`src/rtl/psram_pkg.sv`:
```
// Shared types and default timing for the PSRAM arbiter.
// Imported by the arbiter top and its wait counter.
package psram_pkg;

  typedef enum logic [2:0] {
    S_IDLE,
    S_SETUP,
    S_ACCESS,
    S_HOLD,
    S_TURN
  } psram_state_t;

  typedef enum logic {
    GNT_A = 1'b0,
    GNT_B = 1'b1
  } psram_gnt_t;

  localparam int DEF_T_WR       = 3;
  localparam int DEF_T_RD       = 4;
  localparam int DEF_STARVE_MAX = 4;
  localparam int CNT_W          = 4;

endpackage

```
`src/rtl/psram_wait_cnt.sv`:
```
// Loadable down-counter with terminal flag.
// Times the ACCESS phase of both reads and writes.
module psram_wait_cnt
  import psram_pkg::*;
(
  input  logic             clk,
  input  logic             rst_n,
  input  logic             load,
  input  logic [CNT_W-1:0] load_val,
  input  logic             en,
  output logic             done
);

  logic [CNT_W-1:0] cnt_q;

  always_ff @(posedge clk or negedge rst_n) begin
    if (!rst_n) begin
      cnt_q <= '0;
    end else if (load) begin
      cnt_q <= load_val;
    end else if (en && cnt_q != '0) begin
      cnt_q <= cnt_q - 1'b1;
    end
  end

  assign done = (cnt_q == '0);

endmodule

```
`src/rtl/psram_arbiter.sv`:
```
// Two-port arbiter and strobe sequencer for the
// pair of asynchronous PSRAM chips.
module psram_arbiter
  import psram_pkg::*;
#(
  parameter int ADDR_W     = 23,
  parameter int DATA_W     = 16,
  parameter int T_WR       = DEF_T_WR,
  parameter int T_RD       = DEF_T_RD,
  parameter int STARVE_MAX = DEF_STARVE_MAX
) (
  input  logic              CLK50,
  input  logic              MSS_RESET_N,
  input  logic              a_req,
  input  logic [ADDR_W-1:0] a_addr,
  input  logic [DATA_W-1:0] a_wdata,
  output logic              a_ack,
  input  logic              b_req,
  input  logic              b_we,
  input  logic [1:0]        b_be,
  input  logic [ADDR_W-1:0] b_addr,
  input  logic [DATA_W-1:0] b_wdata,
  output logic              b_ack,
  output logic [DATA_W-1:0] b_rdata,
  output logic [ADDR_W-2:0] psram_address,
  output logic              psram_ncs0,
  output logic              psram_ncs1,
  output logic              psram_noe0,
  output logic              psram_noe1,
  output logic              psram_nwe,
  output logic [1:0]        psram_nbyte_en,
  output logic [DATA_W-1:0] psram_data_o,
  output logic              psram_data_oe,
  input  logic [DATA_W-1:0] psram_data_i,
  output logic              busy
);

  localparam logic [CNT_W-1:0] SMAX  = CNT_W'(STARVE_MAX);
  localparam logic [CNT_W-1:0] WR_LD = CNT_W'(T_WR - 1);
  localparam logic [CNT_W-1:0] RD_LD = CNT_W'(T_RD - 1);

  psram_state_t     state_q, state_nx;
  psram_gnt_t       win_q, f_win;
  logic             we_q, chip_q;
  logic [1:0]       be_q, f_be;
  logic [CNT_W-1:0] starve_q;
  logic             idle, grant_a, grant_b;
  logic             f_we, f_chip;
  logic             cs_act, acc, done;
  logic [ADDR_W-1:0] sel_addr;
  logic [DATA_W-1:0] sel_data;

  psram_wait_cnt u_wait (
    .clk      (CLK50),
    .rst_n    (MSS_RESET_N),
    .load     (state_q == S_SETUP),
    .load_val (we_q ? WR_LD : RD_LD),
    .en       (state_q == S_ACCESS),
    .done     (done)
  );

  always_comb begin
    idle     = (state_q == S_IDLE);
    grant_a  = idle && a_req &&
               !(b_req && starve_q == SMAX);
    grant_b  = idle && b_req && !grant_a;
    sel_addr = grant_a ? a_addr : b_addr;
    sel_data = grant_a ? a_wdata : b_wdata;
    // Pad values are registered, so in IDLE they
    // must look at the winner, not the latches.
    f_win  = idle ? (grant_a ? GNT_A : GNT_B) : win_q;
    f_we   = idle ? (grant_a | b_we) : we_q;
    f_chip = idle ? sel_addr[ADDR_W-1] : chip_q;
    f_be   = idle ? (grant_a ? 2'b11 : b_be) : be_q;
  end

  always_comb begin
    state_nx = state_q;
    unique case (state_q)
      S_IDLE:
        if (grant_a || grant_b) state_nx = S_SETUP;
      S_SETUP:
        state_nx = S_ACCESS;
      S_ACCESS:
        if (done) state_nx = we_q ? S_HOLD : S_TURN;
      S_HOLD:
        state_nx = S_IDLE;
      S_TURN:
        state_nx = S_IDLE;
      default:
        state_nx = S_IDLE;
    endcase
    cs_act = (state_nx == S_SETUP) ||
             (state_nx == S_ACCESS) ||
             (state_nx == S_HOLD);
    acc    = (state_nx == S_ACCESS);
  end

  always_ff @(posedge CLK50 or negedge MSS_RESET_N) begin
    if (!MSS_RESET_N) begin
      state_q <= S_IDLE;
      win_q   <= GNT_A;
      we_q    <= 1'b0;
      chip_q  <= 1'b0;
      be_q    <= 2'b11;
    end else begin
      state_q <= state_nx;
      if (grant_a || grant_b) begin
        win_q  <= f_win;
        we_q   <= f_we;
        chip_q <= f_chip;
        be_q   <= f_be;
      end
    end
  end

  always_ff @(posedge CLK50 or negedge MSS_RESET_N) begin
    if (!MSS_RESET_N) begin
      starve_q <= '0;
    end else if (!b_req || grant_b) begin
      starve_q <= '0;
    end else if (grant_a && starve_q != SMAX) begin
      starve_q <= starve_q + 1'b1;
    end
  end

  always_ff @(posedge CLK50 or negedge MSS_RESET_N) begin
    if (!MSS_RESET_N) begin
      psram_address  <= '0;
      psram_data_o   <= '0;
      psram_ncs0     <= 1'b1;
      psram_ncs1     <= 1'b1;
      psram_noe0     <= 1'b1;
      psram_noe1     <= 1'b1;
      psram_nwe      <= 1'b1;
      psram_nbyte_en <= 2'b11;
      psram_data_oe  <= 1'b0;
      a_ack          <= 1'b0;
      b_ack          <= 1'b0;
      busy           <= 1'b0;
      b_rdata        <= '0;
    end else begin
      if (grant_a || grant_b) begin
        psram_address <= sel_addr[ADDR_W-2:0];
        psram_data_o  <= sel_data;
      end
      psram_ncs0     <= !(cs_act && !f_chip);
      psram_ncs1     <= !(cs_act && f_chip);
      psram_noe0     <= !(acc && !f_we && !f_chip);
      psram_noe1     <= !(acc && !f_we && f_chip);
      psram_nwe      <= !(acc && f_we);
      psram_nbyte_en <= cs_act ? ~f_be : 2'b11;
      psram_data_oe  <= cs_act && f_we;
      a_ack <= (state_nx == S_HOLD) && (f_win == GNT_A);
      b_ack <= ((state_nx == S_HOLD) && (f_win == GNT_B)) ||
               (state_nx == S_TURN);
      busy  <= (state_nx != S_IDLE);
      if (state_q == S_ACCESS && done && !we_q) begin
        b_rdata <= psram_data_i;
      end
    end
  end

endmodule

```
`config.mk`:
```
export PLATFORM = sky130hd
export DESIGN_NAME = psram_arbiter
export DESIGN_NICKNAME = d
export VERILOG_FILES = /design/src/rtl/psram_pkg.sv /design/src/rtl/psram_wait_cnt.sv /design/src/rtl/psram_arbiter.sv
export SDC_FILE = /design/constraint.sdc
export NUM_CORES = 1
export LEC_CHECK = 0
export ABC_CLOCK_PERIOD_IN_PS = 2320
export CORE_AREA = 8 8 80 135
export CTS_CLUSTER_SIZE = 40
export DETAILED_ROUTE_END_ITERATION = 8
export DIE_AREA = 0 0 88 143
export PLACE_DENSITY = 0.82
export SETUP_SLACK_MARGIN = 0.05
export SYNTH_ARGS = -nofsm -noshare
export SYNTH_HDL_FRONTEND = slang
export SYNTH_SLANG_ARGS = --single-unit
export TNS_END_PERCENT = 10
```
`constraint.sdc`:
```
create_clock -name CLK50 -period 2.32 [get_ports CLK50]
set_input_delay 0.232 -clock CLK50 [delete_from_list [all_inputs] [get_ports CLK50]]
set_output_delay 0.232 -clock CLK50 [all_outputs]
set_load 0.05 [all_outputs]
```
* Word level (Yosys, flattened, before mapping)
Cells that the tools add are included.
** Operators by class
- Reductions and logical operators :: 40
- $add $sub $neg :: 2
- Bitwise operators :: 3
- Mux-type cells :: 18
- Equal/unequal tests :: 8
** Operator list (number)
- two-way mux 23 bit :: 1
- logical AND 1 bit :: 18
- two-way mux 16 bit :: 1
- two-way mux 4 bit :: 4
- logical NOT 1 bit :: 11
- equality test 3 x 2 -> 1 bit (second input constant) :: 3
- two-way mux 3 bit :: 3
- case mux 3 bit (3 select lines) :: 1
- equality test 3 x 1 -> 1 bit (second input constant) :: 2
- two-way mux 2 bit :: 3
- logical OR 1 bit :: 5
- two-way mux 1 bit :: 5
- adder 4 x 1 -> 4 bit (second input constant) :: 1
- equality test 4 x 3 -> 1 bit (second input constant) :: 1
- logical NOT 4 bit :: 1
- != test 4 x 3 -> 1 bit (second input constant) :: 1
- nonzero test 2 bit :: 2
- nonzero test 4 bit :: 1
- subtractor 4 x 1 -> 4 bit (second input constant) :: 1
- equality test 3 bit (second input constant) :: 1
- logical NOT 3 bit :: 1
- nonzero test 3 bit :: 1
- NOT 2 bit :: 1
- NOT 1 bit :: 1
- OR 1 bit :: 1
** Storage, ports and cells
- Flip-flop bits (word level) :: 81
- Input bits :: 101
- Output and inout port bits :: 65

* Longest topological paths before layout
- Depth after elaboration :: 14
- Gate-level depth with buffers :: 8

* Modules after synthesis
From an unflattened synthesis, not the netlist that was laid out.
** Unflattened totals
- Cell total of the unflattened synthesis :: 329
- Area, all modules :: 3673.5 um^2
** By module, submodules not included
- psram_arbiter :: area an instance 3420.8 um^2, sequential area each 1938.1 um^2, times used 1, cells each 302
- psram_wait_cnt :: area an instance 252.7 um^2, sequential area each 100.1 um^2, times used 1, cells each 27

* Worst setup path before layout
OpenSTA, ideal clock, no wires.
- Path type :: register to register
- Start point :: reg u_wait.cnt_q[0]
- End point :: reg b_rdata[0]
- Arrival time :: 1.803 ns
- Setup slack :: 0.390 ns
- Cell stages (with the launch flop) :: 8
- Period minus slack after synthesis :: 1.930 ns
- Path through :: dfrtp_1 inv_1 ha_1 nor3b_2 nand3_2 nor2_4 buf_6 mux2_1
** Between the ends
- Cells in the longest elaborated chain, start to end :: 3
** Ends and longest elaborated chain
- from (decl) :: RTL line psram_wait_cnt.sv:14 : logic [CNT_W-1:0] cnt_q;
- from (signal assigned) :: RTL line psram_wait_cnt.sv:20 : cnt_q <= load_val;
- from (signal assigned) :: RTL line psram_wait_cnt.sv:22 : cnt_q <= cnt_q - 1'b1;
- logical NOT 4 bit :: RTL line psram_wait_cnt.sv:26 : assign done = (cnt_q == '0);
- logical AND 1 bit (2 in a row) :: RTL line psram_arbiter.sv:158 : if (state_q == S_ACCESS && done && !we_q) begin
- to (signal assigned) :: RTL line psram_arbiter.sv:159 : b_rdata <= psram_data_i;
- to (decl) :: RTL line psram_arbiter.sv:24 : output logic [DATA_W-1:0] b_rdata,
Every way passes these cells.
A chain may end at the register's enable or synchronous reset.

* Final worst setup path
- Start point :: reg u_wait.cnt_q[0]
- End point :: reg b_rdata[15]
Same word-level chain as after synthesis.

==> Implementation_results.wiki <==
{| class="wikitable"
! Metric !! Value
|-
| Result of the run || finished clean
|-
| Total placed cells including tap cells || about 580
|-
| Count of antenna diodes in the layout || 0
|-
| Total wire length after detailed routing || ~11000 µm
|-
| Critical path capture point type || register
|-
| Sum of negative setup slack || 0 ns
|-
| Power per Cell Area || ~1600 nW/µm²
|-
| Maximum level of the CTS H-tree || 3
|-
| Number of nets at the end of the flow || approximately 570
|-
| Hold Vio Cnt, Final || 0
|-
| Crit path buf inv count || 2
|-
| Largest fanout of any net on the critical path || 17
|-
| Endpoints failing setup || 0
|-
| Hold Crit Class || input pin to async pin
|-
| Proportion of layout cells with a drive suffix above 1 || 0.117
|-
| Slew Limit Fails || 0
|-
| Number of clock sinks || 81
|-
| Sequential area share after synthesis || 0.559
|-
| Worst r2r dst || b_rdata[15]$_DFFE_PN0P_
|-
| Reg2reg path depth || 7
|-
| Post-synth ARST share || 1.00
|-
| Warning count from the yosys run || 0
|-
| Clock-pin slew on the worst setup and hold paths || roughly 0.06 ns
|-
| Top Family by Delay on Critical Path || simple AND/OR/NAND/NOR gates
|-
| Synth top area cells || sky130_fd_sc_hd__dfrtp_1, sky130_fd_sc_hd__a221o_1, sky130_fd_sc_hd__and3_1
|-
| Die Outline Area || roughly 13000 µm²
|-
| Area of placed instances || between 5000 and 6000 µm²
|-
| Area growth, synth to finish || 58.1%
|-
| Vias after detailed routing || roughly 3200
|-
| Chip Width || 88 µm
|-
| R2r startpoint || u_wait.cnt_q[0]$_DFFE_PN0P_
|-
| Clock root buffer || sky130_fd_sc_hd__clkbuf_16
|-
| Unrepaired setup endpoints after global routing || false
|-
| First-pass GRT wire length || 17800 µm
|-
| Post-CTS Resized || 0
|-
| Vert. Die Dim || 143 µm
|-
| Synth unique cells || 49
|-
| Via count of the first global-routing pass || between 3000 and 4000
|-
| Post-synthesis register bit count || just over 80
|-
| Worst-margin pin slew || about 0.55 ns
|-
| Net count after synthesis || 406
|-
| Post-CTS Setup Bufs || 0
|-
| Flip-flop cell with the highest count after synthesis || sky130_fd_sc_hd__dfrtp_1
|-
| Endpoint arrival time on the critical path || ~2.3 ns
|-
| Leakage power of the design || between 2 and 3 nW
|-
| Syn avg cell area || roughly 12 µm²
|-
| Most frequent cell after synthesis || sky130_fd_sc_hd__dfrtp_1
|-
| WS Path Type || register to register
|-
| Pre-Repair DR Iteration Count || 4
|-
| Largest area contributor in the synthesized netlist || sky130_fd_sc_hd__dfrtp_1
|-
| Crit share post-route || 0.912
|-
| First DRT Iteration DRCs || between 100 and 150
|-
| Largest net degree at the start of global routing || 51
|-
| Post-placement worst setup slack || between 0.2 and 0.25 ns
|-
| Core outline area || approximately 9000 µm²
|-
| Number of nets with antenna violations after detailed routing || 0
|-
| Worst-path cell with the longest stage delay || sky130_fd_sc_hd__dfrtp_1
|-
| Number of buffers inserted during clock tree synthesis || 9
|-
| Minimum clock period || between 2 and 2.5 ns
|-
| Number of DRC violations after detailed routing || 0
|-
| Hold Worst Slack || around 0.38 ns
|-
| Clock latency of the later-clocked register in the worst-skew pair || ~0.33 ns
|-
| Worst-case clock skew || 0.00574 ns
|-
| Cell Count, Final, Fillers Out || between 500 and 600
|-
| Synthesized instance count || between 300 and 400
|-
| Ports placed on the boundary || 166
|-
| Maximum resistive drop on vdd || around 0.95 mV
|-
| Gr ovfl total || 0
|-
| Category of the worst setup path launch point || register
|-
| Count of buffers inserted at the top-level ports || ~170
|-
| Delay of the slowest critical-path stage || slightly above 0.4 ns
|-
| CTS hold repair buffers || 1
|-
| Average wire per standard cell || around 19 µm
|-
| Req. time, crit path || about 2.5 ns
|-
| List of most frequent post-synthesis cells || sky130_fd_sc_hd__dfrtp_1, sky130_fd_sc_hd__and3_1, sky130_fd_sc_hd__a221o_1, sky130_fd_sc_hd__a21oi_1, sky130_fd_sc_hd__inv_1
|-
| All-Layer GR Usage || 0.184
|-
| Detail-routed via count per cell || approximately 5.4
|-
| Slew margin rel. || 0.635
|-
| Clock tree from TritonCTS || built
|-
| Critical path cell sequence || inv_1 -> ha_1 -> nor3b_2 -> nand3_2 -> nor2_4 -> buf_12 -> mux2_1
|-
| Buffer levels on the longest clock path || 2
|-
| Area of all placed cells without fillers || around 5800 µm²
|-
| Row cnt || 46
|-
| Register-to-register setup slack || 0.21 ns
|-
| Mapped Area || about 3600 µm²
|-
| Area fraction of the dominant cell type after synthesis || 0.494
|-
| Number of antenna violations at the first check in global routing || 0
|-
| Global placement routability congestion || roughly 0.82
|-
| Number of maximum-capacitance violations || 0
|-
| EDFF count, synth || 0
|-
| Initial core utilization || 0.409
|-
| Worst Slack Setup Final || ~0.21 ns
|-
| Highest clock frequency the design can meet || roughly 0.47 GHz
|-
| DP HPWL || approximately 8600 µm
|}
[cell families after synthesis]
family,synth area share
adders and majority gates,0.0137
DFF,0.559
muxes,0.0525
buffers and inverters,0.0473
and+or+nand+nor,0.158
AOI/OAI and AO/OA,0.169
[worst register-to-register path, stage by stage (launching register included)]
cell and delay (ns):
sky130_fd_sc_hd__dfrtp_1 0.41, sky130_fd_sc_hd__inv_1 0.12, sky130_fd_sc_hd__ha_1 0.18, sky130_fd_sc_hd__nor3b_2 0.39, sky130_fd_sc_hd__nand3_2 0.21, sky130_fd_sc_hd__nor2_4 0.17, sky130_fd_sc_hd__buf_12 0.17, sky130_fd_sc_hd__mux2_1 0.35
[placed cells by master (no fill, tap or decap), types with 2 or more instances in the layout]
cell	instances
sky130_fd_sc_hd__a21oi_1	11
sky130_fd_sc_hd__a221o_1	39
sky130_fd_sc_hd__a31oi_1	2
sky130_fd_sc_hd__and2_1	2
sky130_fd_sc_hd__and3_1	40
sky130_fd_sc_hd__buf_12	2
sky130_fd_sc_hd__buf_4	11
sky130_fd_sc_hd__bufinv_16	2
sky130_fd_sc_hd__clkbuf_16	9
sky130_fd_sc_hd__clkdlybuf4s50_1	164
sky130_fd_sc_hd__dfrtp_1	72
sky130_fd_sc_hd__dfstp_2	9
sky130_fd_sc_hd__ha_1	4
sky130_fd_sc_hd__inv_1	10
sky130_fd_sc_hd__inv_6	2
sky130_fd_sc_hd__mux2_1	8
sky130_fd_sc_hd__mux2_2	9
sky130_fd_sc_hd__nand2_1	9
sky130_fd_sc_hd__nand2b_1	2
sky130_fd_sc_hd__nand3_1	8
sky130_fd_sc_hd__nor2_1	7
sky130_fd_sc_hd__nor2b_1	3
sky130_fd_sc_hd__nor3_1	2
sky130_fd_sc_hd__o211ai_1	3
sky130_fd_sc_hd__o21ai_0	5
sky130_fd_sc_hd__o22a_1	3
sky130_fd_sc_hd__o22ai_1	2
sky130_fd_sc_hd__or3_1	3
sky130_fd_sc_hd__or4b_1	2
[worst max-delay path by stage]
stage                                start                 endpoint  slack (ns)  cells past startpoint
2_1_floorplan  u_wait.cnt_q[0]$_DFFE_PN0P_   b_rdata[0]$_DFFE_PN0P_        0.39                      7
3_3_place_gp   u_wait.cnt_q[0]$_DFFE_PN0P_   b_rdata[7]$_DFFE_PN0P_        0.35                      7
3_5_place_dp   u_wait.cnt_q[0]$_DFFE_PN0P_   b_rdata[4]$_DFFE_PN0P_        0.24                      7
4_1_cts        u_wait.cnt_q[0]$_DFFE_PN0P_  b_rdata[15]$_DFFE_PN0P_        0.22                      7
5_1_grt        u_wait.cnt_q[0]$_DFFE_PN0P_  b_rdata[15]$_DFFE_PN0P_        0.10                      7
6_report       u_wait.cnt_q[0]$_DFFE_PN0P_  b_rdata[15]$_DFFE_PN0P_        0.21                      7
[routing by layer]
metal	part of all wire	track usage	vias up
met2	0.54	0.322	136
li1	-	-	1474
met3	0.069	0.0564	23
met4	0.033	0.0958	0
met5	0	0	-
met1	0.36	0.189	1574
[registers in the layout, indices dropped and copies added (netlist names), 2 cells and up]
name / flops
starve_q: 4
psram_data_o: 16
u_wait.cnt_q: 4
psram_address: 22
b_rdata: 16
be_q: 2
state_q: 3
psram_nbyte_en: 2
[per-stage QoR]
step | total power [mW] | util
after floorplan | 5.95 | -
after global placement | 7.64 | 0.609
after detailed placement | 7.76 | 0.609
after CTS | 9.31 | 0.646
after global routing | 9.66 | 0.646
final | 9.23 | 0.646
[power by group]
group	total (mW)	internal, mW	switching, mW
registers	2.54	2.11	0.429
clock network	1.51	0.948	0.562
logic	5.17	1.96	3.21
[layout make-up]
cell class | instances | area [µm²]
inverter | 10 | 37.5
clock buffer | 10 | 229
clock inverter | 6 | 90.1
fill | 713 | 3160
multi-input combinational | 187 | 1450
tap | 120 | 150
timing repair buffer | 178 | 1770
sequential | 81 | 2040
Power figures use the tool's default switching activity.
